--- config.mk ---
export PLATFORM = sky130hd
export DESIGN_NAME = fixed_point_accumulator
export DESIGN_NICKNAME = d
export VERILOG_FILES = /design/src/rtl/fxp_pkg.sv /design/src/rtl/sm_adder_core.sv /design/src/rtl/fixed_point_accumulator.sv
export SDC_FILE = /design/constraint.sdc
export NUM_CORES = 1
export LEC_CHECK = 0
export ABC_AREA = 0
export CORE_UTILIZATION = 46
export DETAILED_ROUTE_END_ITERATION = 10
export PLACE_DENSITY = 0.68
export SETUP_SLACK_MARGIN = 0.4
export SYNTH_ARGS = -nofsm -noshare
export SYNTH_HDL_FRONTEND = slang
export SYNTH_HIERARCHICAL = 1
export SYNTH_SLANG_ARGS = --single-unit
export TNS_END_PERCENT = 10
--- constraint.sdc ---
create_clock -name clk -period 4.3 [get_ports clk]
set_input_delay 0.86 -clock clk [delete_from_list [all_inputs] [get_ports clk]]
set_output_delay 0.86 -clock clk [all_outputs]
set_load 0.01 [all_outputs]
--- src/rtl/fxp_pkg.sv ---
// Shared types and helpers for the fixed-point accumulator: FSM state encoding
// and the zero-sign normalisation used wherever a sign-magnitude result is formed.
package fxp_pkg;

  typedef enum logic [1:0] {
    IDLE  = 2'd0,
    ACCUM = 2'd1,
    DONE  = 2'd2
  } state_t;

  // A zero magnitude always carries a positive sign, so -0 never escapes.
  function automatic logic norm_sign(input logic sign, input logic mag_is_zero);
    return sign & ~mag_is_zero;
  endfunction

endpackage

--- src/rtl/sm_adder_core.sv ---
// Combinational sign-magnitude adder. carry_out flags a magnitude that did not
// fit in WIDTH bits (same-sign addition only); the sign is kept in that case.
module sm_adder_core
  import fxp_pkg::*;
#(
  parameter int WIDTH = 35
) (
  input  logic             a_sign,
  input  logic [WIDTH-1:0] a_mag,
  input  logic             b_sign,
  input  logic [WIDTH-1:0] b_mag,
  output logic             sum_sign,
  output logic [WIDTH-1:0] sum_mag,
  output logic             carry_out
);

  logic [WIDTH:0] mag_sum;
  logic           raw_sign;

  always_comb begin
    mag_sum   = {1'b0, a_mag} + {1'b0, b_mag};
    carry_out = 1'b0;
    raw_sign  = a_sign;
    sum_mag   = '0;
    if (a_sign == b_sign) begin
      sum_mag   = mag_sum[WIDTH-1:0];
      carry_out = mag_sum[WIDTH];
    end else if (a_mag >= b_mag) begin
      sum_mag  = a_mag - b_mag;
    end else begin
      sum_mag  = b_mag - a_mag;
      raw_sign = b_sign;
    end
    // A wrapped carry result may be zero yet still needs its sign for clamping.
    sum_sign = norm_sign(raw_sign, (sum_mag == '0) && !carry_out);
  end

endmodule

--- src/rtl/fixed_point_accumulator.sv ---
// Packet accumulator for sign-magnitude Q_M.Q_N operands with guard bits and
// overflow reporting. Define FXP_ACC_SATURATE_EN to clamp instead of wrapping.
module fixed_point_accumulator
  import fxp_pkg::*;
#(
  parameter int Q_M        = 16,
  parameter int Q_N        = 15,
  parameter int GUARD_BITS = 4
) (
  input  logic                 clk,
  input  logic                 rst_n,
  input  logic                 in_valid,
  output logic                 in_ready,
  input  logic [Q_M+Q_N:0]     in_data,
  input  logic                 in_last,
  output logic                 out_valid,
  input  logic                 out_ready,
  output logic [Q_M+Q_N:0]     out_data,
  output logic                 out_overflow,
  output logic                 busy
);

  localparam int W  = 1 + Q_M + Q_N;
  localparam int QW = Q_M + Q_N;
  localparam int MW = QW + GUARD_BITS;
  localparam logic [MW-1:0] Q_MAX = MW'({QW{1'b1}});

  state_t          state;
  logic            acc_sign;
  logic [MW-1:0]   acc_mag;
  logic            ovf_sticky;

  logic            b_sign;
  logic [MW-1:0]   b_mag;
  logic            sum_sign;
  logic [MW-1:0]   sum_mag;
  logic            carry;

  logic            next_sign;
  logic [MW-1:0]   next_mag;
  logic            next_ovf;
  logic            narrow_ovf;
  logic [QW-1:0]   narrow_mag;
  logic            accept;

  assign in_ready  = (state != DONE);
  assign out_valid = (state == DONE);
  assign busy      = (state != IDLE);
  assign accept    = in_valid && in_ready;

  assign b_mag  = MW'(in_data[QW-1:0]);
  assign b_sign = norm_sign(in_data[W-1], in_data[QW-1:0] == '0);

  // acc is zero whenever the FSM sits in IDLE, so the first beat adds to zero.
  sm_adder_core #(.WIDTH(MW)) u_adder (
    .a_sign    (acc_sign),
    .a_mag     (acc_mag),
    .b_sign    (b_sign),
    .b_mag     (b_mag),
    .sum_sign  (sum_sign),
    .sum_mag   (sum_mag),
    .carry_out (carry)
  );

  always_comb begin
`ifdef FXP_ACC_SATURATE_EN
    next_mag   = carry ? '1 : sum_mag;
    narrow_ovf = (next_mag > Q_MAX);
    narrow_mag = narrow_ovf ? '1 : next_mag[QW-1:0];
`else
    next_mag   = sum_mag;
    narrow_ovf = (next_mag > Q_MAX);
    narrow_mag = next_mag[QW-1:0];
`endif
    next_sign = norm_sign(sum_sign, next_mag == '0);
    next_ovf  = ovf_sticky | carry;
  end

  always_ff @(posedge clk or negedge rst_n) begin
    if (!rst_n) begin
      state        <= IDLE;
      acc_sign     <= 1'b0;
      acc_mag      <= '0;
      ovf_sticky   <= 1'b0;
      out_data     <= '0;
      out_overflow <= 1'b0;
    end else begin
      case (state)
        IDLE, ACCUM: begin
          if (accept) begin
            acc_sign   <= next_sign;
            acc_mag    <= next_mag;
            ovf_sticky <= next_ovf;
            if (in_last) begin
              out_data     <= {norm_sign(next_sign, narrow_mag == '0), narrow_mag};
              out_overflow <= next_ovf | narrow_ovf;
              state        <= DONE;
            end else begin
              state <= ACCUM;
            end
          end
        end
        DONE: begin
          if (out_ready) begin
            state      <= IDLE;
            acc_sign   <= 1'b0;
            acc_mag    <= '0;
            ovf_sticky <= 1'b0;
          end
        end
        default: state <= IDLE;
      endcase
    end
  end

endmodule

==> impl_metrics.ini <==
[setup_path]
regToRegSetupSlack_ns = -0.46
crit_slowest_cell = or4_1
cpMostUsedCell = buf_6
r2r_end = out_data[31]
end_kind = register
crit_arrival_ns = 5.19
worst_setup_path_start_kind = input pin
worstPathRequired_ns = 4.51
slowest_delay_ns = 0.59
reg2reg_from = acc_mag[0]
reg2reg_depth = 20
crit_chain = buf_8, buf_6, nor4_4, nand4_1, o21a_4, xnor2_4, nor3_4, buf_6, buf_6, a32oi_2, o21ai_2, xnor2_1, or4_1, or4b_4, nor4b_2, buf_4, and4b_1, a31oi_2, o21ai_1, o21ai_1
path_max_fanout = 7
path_class = input pin to register

[sta]
setup_slack_ns = -0.681
tightest_slew_ns = 0.986
drv_slew = 0
min_period_ns = 4.98
setup_viol = 8
fin_tns_setup_ns = -1.82
finalHoldViolCount = 0
finClkSkew_ns = 0.00594
fmax_ghz = 0.201
period_share_pct = 116
rsz0062_at_grt = yes
maxSlewHeadroom_pct = 34.3

[logic_synthesis]
synth_seq_cells = 72
synth.distinct_cells = 89
synth_edf_count = 0
async_flop_share_pct = 100
ys.flop_type = dfrtp_1
avgSynthCellArea_um2 = 7.95
syn_inst = 1156
syn_area_mm2 = 0.00919
yosysWarnings = 6
yosysSeqAreaShare_pct = 19.6

[finish]
area_delta_synth_final_pct = 68.5
final_common_cell = buf_4
drive_gt1_share_pct = 45.7
nFillCells = 1409
seq_area_mm2 = 0.00180
num-nets-final = 1867
antenna_cells = 0
final_cell_mix = 500 x buf_4, 107 x inv_1, 95 x nor2_1
multi_input_area_mm2 = 0.00786

[route]
drt-total-wl_um = 43300
vias = 11900
wl_per_cell_um = 21.7
drtAntennaViolNets = 0
drc = 0
viasPerCell = 5.95
first_iter_violations = 1141
drtPass1Iterations = 6

[worst_hold_path]
hold_class = register to register
whs_path_depth = 2
hold_end = out_overflow
hold_start = out_overflow

[power]
vdd_ir_drop_max_mv = 0.539
pwr_density_cell_mw_per_mm2 = 919
power_leakage_nw = 7.43
p_total_mw = 14.2

[clock_tree]
clkTransAtPathRegs_ns = 0.07
tritoncts = built
cts.sinks = 72
htree_levels = 3
cts_root_buf = clkbuf_16
worstSkewPairLatency_ns = 0.35
cts.hold.buffers_added = 0
cts_buffer_depth = 2
numCtsBuffers = 9

[job]
maxCapViolCount = 0

[grt]
grt_max_degree = 73
grt_usage_pct = 42.5
first_global_vias = 11900
grt_overflow = 0
grt_pass1_wl_um = 65200
antenna_found_initial = 1

[placed_design]
hpwl_um = 32300
io_buffers = 72
dp_slack_ns = -1.78
globalplace.congestion = 1.05

[die]
io_pins = 73
design.core.area_mm2 = 0.0195
fp.dieH_um = 143
floorplan.die.width_um = 143
start_util_pct = 47.1
dieArea_mm2 = 0.0205
row_count = 51

[outcome]
outcome = finished with violations
violations = setup timing
-- area by class of cell --
cell class,instances,area share [%]
Sequential cell,72,11.6
Multi-Input combinational cell,928,50.8
Inverter,110,2.68
Timing Repair Buffer,602,30.9
Clock inverter,6,0.436
Clock buffer,10,1.48
Tap cell,265,2.14
-- cell usage after synthesis (7+ instances only) --
library cell,count,area (um^2)
inv_1,109,409
dfrtp_1,72,1800
o21bai_1,18,135
mux2_4,25,375
mux2_2,9,101
o31ai_1,9,67.6
a22o_1,37,324
a211oi_1,16,120
buf_2,19,95.1
mux2i_1,7,70.1
o21ai_0,69,345
or3_1,7,43.8
nor2_1,98,368
buf_4,11,82.6
o21a_1,13,97.6
a31oi_1,19,119
ha_1,104,1300
clkbuf_1,16,60.1
nand2_1,76,285
nand3_1,20,100
o211ai_1,10,75.1
a21oi_1,108,541
nor3_1,32,160
nand4_1,22,138
nor4_1,23,144
a21o_1,15,113
xor2_1,8,70.1
or4_1,7,52.6
nor2b_1,11,68.8
nand2b_1,11,68.8
xnor2_1,24,210
-- state kept, by name (all words and copies together), names as in the netlist --
| name | flops |
|---|---|
| acc_mag | 35 |
| acc_sign | 1 |
| out_data | 32 |
| out_overflow | 1 |
| ovf_sticky | 1 |
| state | 2 |
-- where the power goes --
part	internal, mW	leakage, nW	total [mW]	switching (mW)
Clock	0.453	0.139	0.805	0.353
Sequential	1.01	0.872	1.22	0.211
Combinational	6.03	6.42	12.2	6.17
-- per-stage QoR --
step / std cells / hold WS [ns] / util [%] / cell area, um^2
after global routing: 1993 / 0.525 / 79.3 / 15500
after global placement: 1899 / 0.464 / 68.7 / 13400
after floorplan: 1166 / 0.467 / - / 9280
after detailed placement: 1899 / 0.474 / 68.7 / 13400
final: 1993 / 0.487 / 79.3 / 15500
after CTS: 1984 / 0.489 / 78.0 / 15200
-- timing repair --
action                     4_1_cts  5_1_grt
setup buffers                   68        9
cloned                           1        0
setup endpoints to repair       64       24
resized for setup              339       39
pin swaps                       80       29
-- worst max-delay path by stage --
stage | depth (start not counted) | end | from | slack (ns)
final | 20 | out_data[31] | in_data[14] | -0.68
after global routing | 20 | out_data[31] | in_data[27] | -0.72
after CTS | 20 | out_data[31] | in_data[14] | -0.49
after detailed placement | 18 | out_data[31] | in_data[6] | -1.78
after global placement | 20 | out_data[31] | in_data[6] | -1.74
after floorplan | 17 | out_data[31] | in_data[18] | -0.28
-- per-layer routing --
| layer | share of wire [%] | GRT usage (%) |
|---|---|---|
| met5 | 0 | 0 |
| met3 | 8.2 | 7.13 |
| met2 | 46 | 70.2 |
| met4 | 6.6 | 27.5 |
| met1 | 39 | 51.0 |
-- cells by family (layout without fill, tap and decap cells) --
group	Yosys count	in the layout	share of synthesized area [%]
AOI/OAI and AO/OA	394	394	29.2
and+or+nand+nor	342	342	19.2
buffers and inverters	166	728	7.98
adders and majority gates	107	107	14.8
DFF	72	72	19.6
muxes	41	41	5.95
xor gates and xnor gates	33	33	3.23
other	1	11	0.0408
-- worst max-delay path, delay by kind of cell --
kind            cells  cell delay, ns
buf+inv             5            0.62
simple gates        7            2.28
xor+xnor            2            0.49
compound gates      6            0.94
Note: power is estimated with default switching activity, not from simulation.
